### config.mk
export PLATFORM = sky130hd
export DESIGN_NAME = fb_sprite_blitter
export DESIGN_NICKNAME = d
export VERILOG_FILES = /design/src/rtl/fb_pkg.sv /design/src/rtl/blit_addr_gen.sv /design/src/rtl/fb_sprite_blitter.sv
export SDC_FILE = /design/constraint.sdc
export NUM_CORES = 1
export LEC_CHECK = 0
export ABC_AREA = 1
export CORE_ASPECT_RATIO = 1.1
export CORE_UTILIZATION = 25
export DETAILED_ROUTE_END_ITERATION = 6
export PLACE_DENSITY = 0.45
export SKIP_CTS_REPAIR_TIMING = 1
export SLEW_MARGIN = 20
export SYNTH_ARGS = -nofsm -noshare
export SYNTH_HDL_FRONTEND = slang
export SYNTH_SLANG_ARGS = --single-unit
### constraint.sdc
create_clock -name vga_clk -period 2.5 [get_ports vga_clk]
set_clock_uncertainty 0.05 [all_clocks]
set_input_delay 0.5 -clock vga_clk [delete_from_list [all_inputs] [get_ports vga_clk]]
set_output_delay 0.5 -clock vga_clk [all_outputs]
set_load 0.03 [all_outputs]
### src/rtl/fb_pkg.sv
// Shared types and screen geometry for the
// framebuffer sprite blitter.
package fb_pkg;

  localparam int FB_W = 320;
  localparam int FB_H = 240;

  typedef logic [16:0] fb_addr_t;
  typedef logic [3:0]  color_idx_t;

  typedef enum logic [1:0] {
    IDLE,
    ISSUE,
    DRAIN,
    FINISH
  } blit_state_t;

endpackage

### src/rtl/blit_addr_gen.sv
// Row-major pixel walker: col/row counters plus
// incremental ROM address, destination and fb row base.
module blit_addr_gen #(
  parameter int STRIDE = 320
) (
  input  logic               clk,
  input  logic               rst_n,
  input  logic               load,
  input  logic               step,
  input  logic [16:0]        base,
  input  logic [8:0]         w,
  input  logic [7:0]         h,
  input  logic [9:0]         x0,
  input  logic [8:0]         y0,
  output logic [16:0]        src_addr,
  output logic signed [10:0] dx,
  output logic signed [10:0] dy,
  output logic [16:0]        row_base,
  output logic               last
);
  import fb_pkg::*;

  localparam fb_addr_t STEP = fb_addr_t'(STRIDE);

  logic [8:0]         col;
  logic [8:0]         w_q;
  logic [7:0]         row;
  logic [7:0]         h_q;
  fb_addr_t           line;
  logic signed [10:0] x_q;
  fb_addr_t           y_ext;
  logic               eol;

  assign y_ext = {{8{y0[8]}}, y0};
  assign eol   = (col == w_q - 9'd1);
  assign last  = eol && (row == h_q - 8'd1);

  // Only the low 17 bits of the row base matter:
  // the write address is taken modulo 2^17.
  always_ff @(posedge clk or negedge rst_n) begin
    if (!rst_n) begin
      col      <= '0;
      row      <= '0;
      w_q      <= '0;
      h_q      <= '0;
      x_q      <= '0;
      line     <= '0;
      src_addr <= '0;
      dx       <= '0;
      dy       <= '0;
      row_base <= '0;
    end else if (load) begin
      col      <= '0;
      row      <= '0;
      w_q      <= w;
      h_q      <= h;
      x_q      <= {x0[9], x0};
      line     <= base;
      src_addr <= base;
      dx       <= {x0[9], x0};
      dy       <= {{2{y0[8]}}, y0};
      row_base <= fb_addr_t'(y_ext * STEP);
    end else if (step) begin
      if (eol) begin
        col      <= '0;
        row      <= row + 8'd1;
        line     <= line + fb_addr_t'(w_q);
        src_addr <= line + fb_addr_t'(w_q);
        dx       <= x_q;
        dy       <= dy + 11'sd1;
        row_base <= row_base + STEP;
      end else begin
        col      <= col + 9'd1;
        src_addr <= src_addr + 17'd1;
        dx       <= dx + 11'sd1;
      end
    end
  end

endmodule

### src/rtl/fb_sprite_blitter.sv
// Sprite ROM to framebuffer blitter with colour key,
// screen-edge clipping and solid fill.
module fb_sprite_blitter #(
  parameter int FB_W    = fb_pkg::FB_W,
  parameter int FB_H    = fb_pkg::FB_H,
  parameter int SRC_LAT = 1
) (
  input  logic        vga_clk,
  input  logic        reset_n,
  input  logic        start,
  input  logic        fill_mode,
  input  logic [3:0]  fill_index,
  input  logic [16:0] sprite_base,
  input  logic [8:0]  sprite_w,
  input  logic [7:0]  sprite_h,
  input  logic [9:0]  dest_x,
  input  logic [8:0]  dest_y,
  input  logic        key_en,
  input  logic [3:0]  key_index,
  output logic        busy,
  output logic        done,
  output logic [16:0] src_addr,
  input  logic [3:0]  src_q,
  output logic [16:0] fb_addr,
  output logic [3:0]  fb_data,
  output logic        fb_we
);
  import fb_pkg::*;

  localparam int       TAIL    = SRC_LAT - 1;
  localparam logic [1:0] LAT_END = 2'(SRC_LAT - 1);

  blit_state_t state, state_nxt;

  logic       accept;
  logic       step;
  logic       last;
  logic       busy_nxt;
  logic       done_nxt;
  logic [1:0] lat_cnt;

  logic       fill_q;
  color_idx_t fill_idx_q;
  logic       key_en_q;
  color_idx_t key_q;

  fb_addr_t           gen_src;
  fb_addr_t           row_base;
  logic signed [10:0] dx;
  logic signed [10:0] dy;
  logic               in_bounds;
  fb_addr_t           pix_addr;

  logic [SRC_LAT-1:0] pv;
  logic [SRC_LAT-1:0] pin;
  fb_addr_t           pa [SRC_LAT];

  logic keyed;
  logic we_nxt;

  blit_addr_gen #(
    .STRIDE(FB_W)
  ) u_gen (
    .clk      (vga_clk),
    .rst_n    (reset_n),
    .load     (accept),
    .step     (step),
    .base     (sprite_base),
    .w        (sprite_w),
    .h        (sprite_h),
    .x0       (dest_x),
    .y0       (dest_y),
    .src_addr (gen_src),
    .dx       (dx),
    .dy       (dy),
    .row_base (row_base),
    .last     (last)
  );

  assign src_addr = gen_src;

  always_ff @(posedge vga_clk or negedge reset_n) begin
    if (!reset_n) state <= IDLE;
    else          state <= state_nxt;
  end

  always_comb begin
    state_nxt = state;
    unique case (state)
      IDLE: begin
        if (start) begin
          if (sprite_w == 9'd0 || sprite_h == 8'd0)
            state_nxt = FINISH;
          else
            state_nxt = ISSUE;
        end
      end
      ISSUE:  if (last) state_nxt = DRAIN;
      DRAIN:  if (lat_cnt == LAT_END) state_nxt = FINISH;
      FINISH: state_nxt = IDLE;
      default: state_nxt = IDLE;
    endcase
  end

  always_comb begin
    accept   = (state == IDLE) && start;
    step     = (state == ISSUE);
    busy_nxt = (state_nxt != IDLE);
    done_nxt = (state == FINISH);
  end

  always_ff @(posedge vga_clk or negedge reset_n) begin
    if (!reset_n) begin
      busy    <= 1'b0;
      done    <= 1'b0;
      lat_cnt <= '0;
    end else begin
      busy    <= busy_nxt;
      done    <= done_nxt;
      lat_cnt <= (state == DRAIN) ? lat_cnt + 2'd1 : 2'd0;
    end
  end

  always_ff @(posedge vga_clk or negedge reset_n) begin
    if (!reset_n) begin
      fill_q     <= 1'b0;
      fill_idx_q <= '0;
      key_en_q   <= 1'b0;
      key_q      <= '0;
    end else if (accept) begin
      fill_q     <= fill_mode;
      fill_idx_q <= fill_index;
      key_en_q   <= key_en;
      key_q      <= key_index;
    end
  end

  assign in_bounds = !dx[10] && ($unsigned(dx) < 11'(FB_W))
                  && !dy[10] && ($unsigned(dy) < 11'(FB_H));
  assign pix_addr  = row_base + {{6{dx[10]}}, dx};

  // Destination info rides alongside the ROM read so it
  // lines up with the matching src_q.
  always_ff @(posedge vga_clk or negedge reset_n) begin
    if (!reset_n) begin
      pv  <= '0;
      pin <= '0;
      for (int i = 0; i < SRC_LAT; i++) pa[i] <= '0;
    end else begin
      pv[0]  <= step;
      pin[0] <= in_bounds;
      pa[0]  <= pix_addr;
      for (int i = SRC_LAT - 1; i > 0; i--) begin
        pv[i]  <= pv[i-1];
        pin[i] <= pin[i-1];
        pa[i]  <= pa[i-1];
      end
    end
  end

  assign keyed  = !fill_q && key_en_q && (src_q == key_q);
  assign we_nxt = pv[TAIL] && pin[TAIL] && !keyed;

  always_ff @(posedge vga_clk or negedge reset_n) begin
    if (!reset_n) begin
      fb_we   <= 1'b0;
      fb_addr <= '0;
      fb_data <= '0;
    end else begin
      fb_we <= we_nxt;
      if (we_nxt) begin
        fb_addr <= pa[TAIL];
        fb_data <= fill_q ? fill_idx_q : src_q;
      end
    end
  end

endmodule

# [Word-level counts from Yosys, hierarchy flattened]
# Index checks and enable logic that the tools add are counted.
[totals] output_inout_bits=41 input_bits=70 reg_bits=174 elab_cells=94
[classes] n_mul=1 n_lt_le_gt_ge=2 add_sub_neg=11 eq_ne=6 n_mux=28 n_reduce_logical=22
[ops] op="$mux 17" n=9
[ops] op="$mux 11" n=6
[ops] op="$mux 9" n=3
[ops] op="$mux 8" n=3
[ops] op="$add 11x2->11 const B" n=2
[ops] op="$add 17x1->17 const B" n=1
[ops] op="$add 17x17->17" n=1
[ops] op="$add 17x9->17" n=1
[ops] op="$add 17x9->17 const B" n=1
[ops] op="$mul 17x3->11 const B" n=1
[ops] op="$lt 11x8->1 const B" n=1
[ops] op="$lt 11x9->1 const B" n=1
[ops] op="$mux 2" n=5
[ops] op="$add 9x1->9 const B" n=1
[ops] op="$eq 9x9->1" n=1
[ops] op="$logic_and 1x1->1" n=9
[ops] op="$logic_not 9->1" n=1
[ops] op="$sub 9x1->9 const B" n=1
[ops] op="$add 8x1->8 const B" n=1
[ops] op="$eq 8x8->1" n=1
[ops] op="$logic_not 8->1" n=1
[ops] op="$pmux 2 s4" n=1
[ops] op="$sub 8x1->8 const B" n=1
[ops] op="$reduce_bool 2->1" n=3
[ops] op="other kinds (9)" n=14

# [Longest topological paths before layout]
# Gate-level depths: netlist of the first run.
[logic_depth] ltp_word=6 mapped_depth=17 depth_no_buf=17

# [Hierarchy]
# A second synthesis of the first run with hierarchy kept.
[hier_totals] cells_unflattened=1490 area_unflattened_um2=10689.0
[by_module_without_submodules] mod="blit_addr_gen" area_each_um2=7536.0 n_inst=1 cells_per_inst=1067 seq_area_each_um2=2777.7
[by_module_without_submodules] mod="fb_sprite_blitter" area_each_um2=3153.0 n_inst=1 cells_per_inst=423 seq_area_each_um2=1426.4

# [Worst setup path before layout of the first run]
# No wires, ideal clock.
[synth_timing] kind="register to register" from="reg u_gen.w_q[0]" to="reg u_gen.src_addr[7]" synth_period_minus_slack_ps=2177 path_stages_with_launch=18 arrival_time_ps=2010 n_path_buf=2 slack_ps=323 path_cell_list="dfrtp_1 > inv_1 > ha_1 > inv_1 > nand2_1 > nand2_1 > nand2_1 > inv_2 > nor2_1 > nand3_1 > nor2_4 > nand2_2 > nand2_4 > nand2_4 > buf_6 > buf_6 > o21ai_1 > inv_1"
[synth_via] elab_chain_cells=5
[synth_lines] item="start, declared" line="blit_addr_gen.sv:26" rtl="logic [8:0] w_q;"
[synth_lines] item="start signal, assigned" line="blit_addr_gen.sv:55" rtl="w_q <= w;"
[synth_lines] item="$sub 9x1->9" line="blit_addr_gen.sv:35" rtl="assign eol = (col == w_q - 9'd1);"
[synth_lines] item="$eq 9x9->1" line="blit_addr_gen.sv:35"
[synth_lines] item="$mux 17 *" line="blit_addr_gen.sv:64" rtl="if (eol) begin"
[synth_lines] item="$mux 17 *" line="blit_addr_gen.sv:63" rtl="end else if (step) begin"
[synth_lines] item="$mux 17 *" line="blit_addr_gen.sv:52" rtl="end else if (load) begin"
[synth_lines] item="end signal, assigned" line="blit_addr_gen.sv:59" rtl="src_addr <= base;"
[synth_lines] item="end signal, assigned" line="blit_addr_gen.sv:68" rtl="src_addr <= line + fb_addr_t'(w_q);"
[synth_lines] item="end signal, assigned" line="blit_addr_gen.sv:74" rtl="src_addr <= src_addr + 17'd1;"
[synth_lines] item="end, declared" line="blit_addr_gen.sv:15" rtl="output logic [16:0] src_addr,"
# Mark *: on every way between the ends. The rest lies on a longest branch, timed or not. The select of a mux whose other input is x is not followed.
# A chain may end at the register's enable or synchronous reset.

# [Worst setup path after layout of the first run]
[layout_timing] from="reg u_gen.w_q[0]" to="reg u_gen.src_addr[8]"
# Same word-level chain as after synthesis.

==> results of run 1 <==
-- cells in the mapped netlist, types with 5 or more instances --
cell type | n | area (sq um)
a21oi_1 | 41 | 205
a31oi_1 | 8 | 50.1
and2_1 | 6 | 37.5
buf_2 | 6 | 30.0
buf_6 | 5 | 56.3
clkbuf_1 | 29 | 109
dfrtp_1 | 168 | 4200
ha_1 | 43 | 538
inv_1 | 128 | 480
inv_2 | 7 | 26.3
nand2_1 | 456 | 1710
nand3_1 | 94 | 470
nand3b_1 | 6 | 45.0
nand4_1 | 18 | 113
nor2_1 | 138 | 518
nor3_1 | 18 | 90.1
o21ai_0 | 84 | 420
o21ai_1 | 9 | 45.0
o21ai_2 | 6 | 52.6
o21bai_1 | 5 | 37.5
xnor2_1 | 21 | 184
xor2_1 | 51 | 447
-- through the flow --
| stage | util [%] | setup slack [ns] |
|---|---|---|
| 2_1_floorplan | - | 0.323 |
| 3_5_place_dp | 30.4 | -0.215 |
| 5_1_grt | 32.2 | -0.000116 |
| 6_report | 32.2 | 0.211 |
| 3_3_place_gp | 30.4 | -0.197 |
| 4_1_cts | 32.1 | 0.0233 |
-- logic make-up after synthesis --
logic type / synth area share [%]
muxes: 0.196
AOI/OAI and AO/OA: 9.04
buffers and inverters: 7.48
adders and majority gates: 5.65
and+or+nand+nor: 30.3
xor gates and xnor gates: 6.17
DFF: 41.1
-- sequential cells by signal, indices dropped and copies added, names as in the netlist, 8 cells and up --
register        cells
u_gen.col           9
u_gen.row           8
fb_addr            17
u_gen.src_addr     17
u_gen.dx           11
u_gen.w_q           9
u_gen.x_q          10
u_gen.dy           11
pa                 17
u_gen.row_base     11
u_gen.h_q           8
u_gen.line         17
-- worst min path at each step --
stage | startpoint | end | cells after the start
2_1_floorplan | reset_n | busy$_DFF_PN0_ | 0
3_3_place_gp | lat_cnt[0]$_DFF_PN0_ | lat_cnt[0]$_DFF_PN0_ | 1
3_5_place_dp | lat_cnt[0]$_DFF_PN0_ | lat_cnt[0]$_DFF_PN0_ | 1
4_1_cts | reset_n | u_gen.dy[2]$_DFFE_PN0P_ | 1
5_1_grt | pa[3]$_DFF_PN0_ | fb_addr[3]$_DFFE_PN0P_ | 2
6_report | lat_cnt[0]$_DFF_PN0_ | lat_cnt[0]$_DFF_PN0_ | 1
-- per-layer routing --
layer  GRT usage [%]  routed length (um)  vias up
li1                -                   -     4706
met1            19.1               14200     4222
met2            24.8               14100      141
met3            2.11                 740       28
met4            4.49                 490        0
met5               0                   0        -
-- where the power goes --
| part | leakage, nW | switching (W) | internal (W) | total [W] |
|---|---|---|---|---|
| clock network | 0.324 | 0.00125 | 0.00183 | 0.00308 |
| logic | 3.94 | 0.00474 | 0.00325 | 0.00799 |
| registers | 2.05 | 0.00115 | 0.00393 | 0.00507 |
-- area by class of cell --
type / instances / area share (%)
multi-input cells: 1038 / 40.7
flip-flops and latches: 168 / 32.4
repair buffers: 162 / 12.6
well taps: 513 / 4.95
inverters: 139 / 4.08
clock buffers: 18 / 3.39
clock inverters: 14 / 1.81
==> metrics.yaml, run 1 <==
placeableCoreArea_sq_um: 40300
fillers: 4276
ys_seq_elements: 168
cts_buffers: 17
viasPerCell: 4.43
ir_drop_mv: 0.555
drtIter0Drc: 407
post-route-cell-area_sq_um: 13000
max_clock_freq_mhz: 437
power_leakage_nw: 6.31
wl_um: 29500
p_per_area_nw_per_um2: 1250
slew_viol_final: 0
final_cell_mix: "455 x nand2_1, 168 x dfrtp_1, 137 x nor2_1"
vias: 9097
post-route-drc-count: 0
slew_headroom_pct: 60.6
dp_hpwl_um: 21600
cap_violations: 0
io_pins: 111
netlist_area_sq_um: 10200
status: "complete, no violations"
rr_worst_depth: 15
multi_input_area_sq_um: 5280
dp_cells: 2017
grt_pass1_vias: 9172
drive_gt1_share_pct: 7.47
grt_max_degree: 68
dpl-instance-area_sq_um: 12200
cts.sinks: 168
mostFrequentLayoutCell: "nand2_1"
avgSynthCellArea_sq_um: 7.34
tightest_slew_ns: 0.591
dr.pass1.iters: 5
crit_path_end: "u_gen.src_addr[8]$_DFFE_PN0P_"
cp.depth: 15
postSynthCellCount: 1393
grt_pass1_wl_um: 48400
critPathSlowestCell: "fa_1"
start_util_pct: 25.4
post-route-period-util_pct: 91.5
die_h_um: 214
worstPathMaxFanout: 4
grt_usage_pct: 14.6
crit_arrival_ns: 2.58
fin_nets: 1641
synthArstFlopShare_pct: 100
numPortBuffers: 110
seq_area_sq_um: 4200
timing.hold.ws_ns: 0.385
hold_viol_final: 0
cpPeakStageDelay_ns: 0.39
ctsHtreeMaxLevel: 4
tns_ns: 0
setup_viol_count_final: 0
synth-seq-area-share_pct: 41.1
die_w_um: 195
crit_type: "register to register"
wl_per_cell_um: 14.4
synthFlopType: "dfrtp_1"
worstHoldPathType: "register to register"
crit_start: "u_gen.w_q[0]$_DFFE_PN0P_"
final_cells: 2052
start_kind: "register"
grt_overflow: 0
synth_nets: 1508
reg2reg_slack_ns: 0.21
gp_congestion: 0.839
antenna_left: 0
dieArea_sq_um: 41700
root_buffer: "clkbuf_16"
crit_family: "adder cells"
total_power_w: 0.0161
yosysUniqueCellTypes: 43
yosysWarnings: 0
cp-end-kind: "register"
cp_data_required_time_ns: 2.79
antenna_found_initial: 0
r2r-end: "u_gen.src_addr[8]$_DFFE_PN0P_"
critPathBufInv: 5
area_growth_pct: 26.7
diodes: 0
cts.clk_slew.worst_paths_ns: 0.08
r2r_start: "u_gen.w_q[0]$_DFFE_PN0P_"
path_cells: "buf_4 -> ha_1 -> inv_1 -> fa_1 -> inv_1 -> nand3_1 -> nand2_2 -> nand2_1 -> nand2_1 -> xor2_1 -> o21ai_0 -> inv_1 -> nand2_1 -> nand2_1 -> inv_1"
rows: 77
fin_crit_ns: 2.29
cts_tree: "built"
ctsLongestPathBuffers: 2
synth_edf_count: 0
clock_latency_ns: 0.45
No activity file was read; power rests on OpenSTA's default activity.
==> inputs of run 2 (changes only) <==
CTS_CLUSTER_SIZE = 16   (was not set)
==> results of run 2 <==
Final layout, timing and power as in run 1 (identical DEF).
==> inputs of run 3 (changes only) <==
CORE_MARGIN = 2   (was not set)
==> metrics.yaml, run 3 (same netlist as run 1, synthesis figures left out) <==
cp-end-kind: "register"  # unchanged
combPwrFrac_pct: 51.2  # was 49.5%
total_power_w: 0.0156  # was 0.0161 W
start_kind: "register"  # unchanged
p_per_area_nw_per_um2: 1220  # was 1250 nW/um^2
reg2reg_slack_ns: 0.17  # was 0.21 ns
crit_type: "register to register"  # unchanged
area_growth_pct: 25.1  # was 26.7%
drive_gt1_share_pct: 7.34  # was 7.47%
status: "complete, no violations"  # unchanged
hold_viol_final: 0  # unchanged
cts_buffers: 17  # unchanged
dp_hpwl_um: 21900  # was 21600 um
power.internal_w: 0.00847  # was 0.00901 W
dr.pass1.iters: 5  # unchanged
worstPathMaxFanout: 4  # unchanged
numPortBuffers: 110  # unchanged
grt_max_degree: 52  # was 68
slew_viol_final: 0  # unchanged
antenna_found_initial: 1  # was 0
vias: 9117  # was 9097
final_cell_mix: "456 x nand2_1, 168 x dfrtp_1, 136 x nor2_1"  # was 455 x nand2_1, 168 x dfrtp_1, 137 x nor2_1
slew_headroom_pct: 65.9  # was 60.6%
wl_um: 29400  # was 29500 um
post-route-period-util_pct: 93.3  # was 91.5%
cap_violations: 0  # unchanged
fin_crit_ns: 2.33  # was 2.29 ns
fillers: 4353  # was 4276
placeableCoreArea_sq_um: 40300  # unchanged
grt_pass1_wl_um: 48200  # was 48400 um
die_h_um: 216  # was 214 um
worstHoldPathType: "register to register"  # unchanged
switching_share_pct: 45.8  # was 44.2%
gp_congestion: 0.867  # was 0.839
grt_overflow: 0  # unchanged
seqPwrFrac_pct: 32.7  # was 31.4%
post-route-drc-count: 0  # unchanged
io_pins: 111  # unchanged
ir_drop_mv: 0.541  # was 0.555 mV
root_buffer: "clkbuf_16"  # unchanged
timing.hold.ws_ns: 0.373  # was 0.385 ns
power_leakage_nw: 6.21  # was 6.31 nW
viasPerCell: 4.44  # was 4.43
crit_arrival_ns: 2.61  # was 2.58 ns
ctsHtreeMaxLevel: 4  # unchanged
mostFrequentLayoutCell: "nand2_1"  # unchanged
rows: 77  # unchanged
grt_pass1_vias: 9094  # was 9172
max_clock_freq_mhz: 429  # was 437 MHz
drtIter0Drc: 340  # was 407
antenna_left: 0  # unchanged
cts.clk_slew.worst_paths_ns: 0.07  # was 0.08 ns
cts.sinks: 168  # unchanged
clock_latency_ns: 0.44  # was 0.45 ns
tightest_slew_ns: 0.507  # was 0.591 ns
setup_viol_count_final: 0  # unchanged
cp_data_required_time_ns: 2.78  # was 2.79 ns
ctsLongestPathBuffers: 2  # unchanged
p_switching_w: 0.00714  # was 0.00713 W
cts_tree: "built"  # unchanged
grt_usage_pct: 14.2  # was 14.6%
wl_per_cell_um: 14.3  # was 14.4 um
fin_nets: 1641  # unchanged
dieArea_sq_um: 42500  # was 41700 sq um
die_w_um: 197  # was 195 um
start_util_pct: 25.4  # unchanged
pwr-share-clk_pct: 16.1  # was 19.1%
## run 3: stage by stage
step           util, %  TNS, ns  setup slack (ns)  cell area, sq um  cells
6_report          31.8        0             0.166             12800   2053
5_1_grt           31.8  -0.0538           -0.0173             12800   2053
4_1_cts           31.6        0             0.100             12700   2049
3_5_place_dp      30.2    -4.44            -0.241             12200   2017
3_3_place_gp      30.2    -3.08            -0.197             12200   2017
2_1_floorplan        -        0             0.323             10200   1393
## run 3: worst paths after layout
path / startpoint / endpoint / cells past startpoint
hold / removal: lat_cnt[0]$_DFF_PN0_ / lat_cnt[0]$_DFF_PN0_ / 1
max in group asynchronous: reset_n / u_gen.w_q[6]$_DFFE_PN0P_ / 3
setup / recovery: u_gen.w_q[1]$_DFFE_PN0P_ / u_gen.src_addr[8]$_DFFE_PN0P_ / 14
hold reg to reg: lat_cnt[0]$_DFF_PN0_ / lat_cnt[0]$_DFF_PN0_ / 1
min in group asynchronous: reset_n / u_gen.src_addr[14]$_DFFE_PN0P_ / 2
setup reg to reg: u_gen.w_q[1]$_DFFE_PN0P_ / u_gen.src_addr[8]$_DFFE_PN0P_ / 14
## run 3: critical path: stages (launching register included)
cell	delay, ns
dfrtp_1	0.42
inv_1	0.11
buf_4	0.16
fa_1	0.43
inv_1	0.13
nand3_1	0.07
nand2_1	0.18
nand2_1	0.07
nand2_1	0.10
xor2_1	0.14
o21ai_0	0.08
inv_1	0.09
nand2_1	0.09
nand2_1	0.07
inv_1	0.03
## run 3: cell type report
| type | instances | area, sq um | area share, % |
|---|---|---|---|
| antenna | 1 | 2.50 | 0.0196 |
| clock buffer | 20 | 447 | 3.49 |
| clock inverter | 12 | 95.1 | 0.744 |
| inverter | 139 | 527 | 4.12 |
| multi-input combinational | 1038 | 5290 | 41.4 |
| sequential | 168 | 4200 | 32.9 |
| tap | 513 | 642 | 5.02 |
| timing repair buffer | 162 | 1580 | 12.4 |
## run 3: power groups by stage
stage	Clock, W	Combinational [W]	Sequential, W
finish	0.00251	0.00799	0.00510
global route	0.00274	0.00914	0.00531
CTS	0.00263	0.00803	0.00513
detailed placement	0	0.00797	0.00516
global placement	0	0.00791	0.00515
floorplan	0	0.00520	0.00536
## run 3: per-layer routing
| metal | wire length (um) | up-vias | global-route usage [%] |
|---|---|---|---|
| met5 | 0 | - | 0 |
| met4 | 430 | 0 | 3.71 |
| met3 | 875 | 19 | 2.02 |
| met2 | 13800 | 158 | 23.6 |
| met1 | 14300 | 4226 | 19.4 |
| li1 | - | 4714 | - |
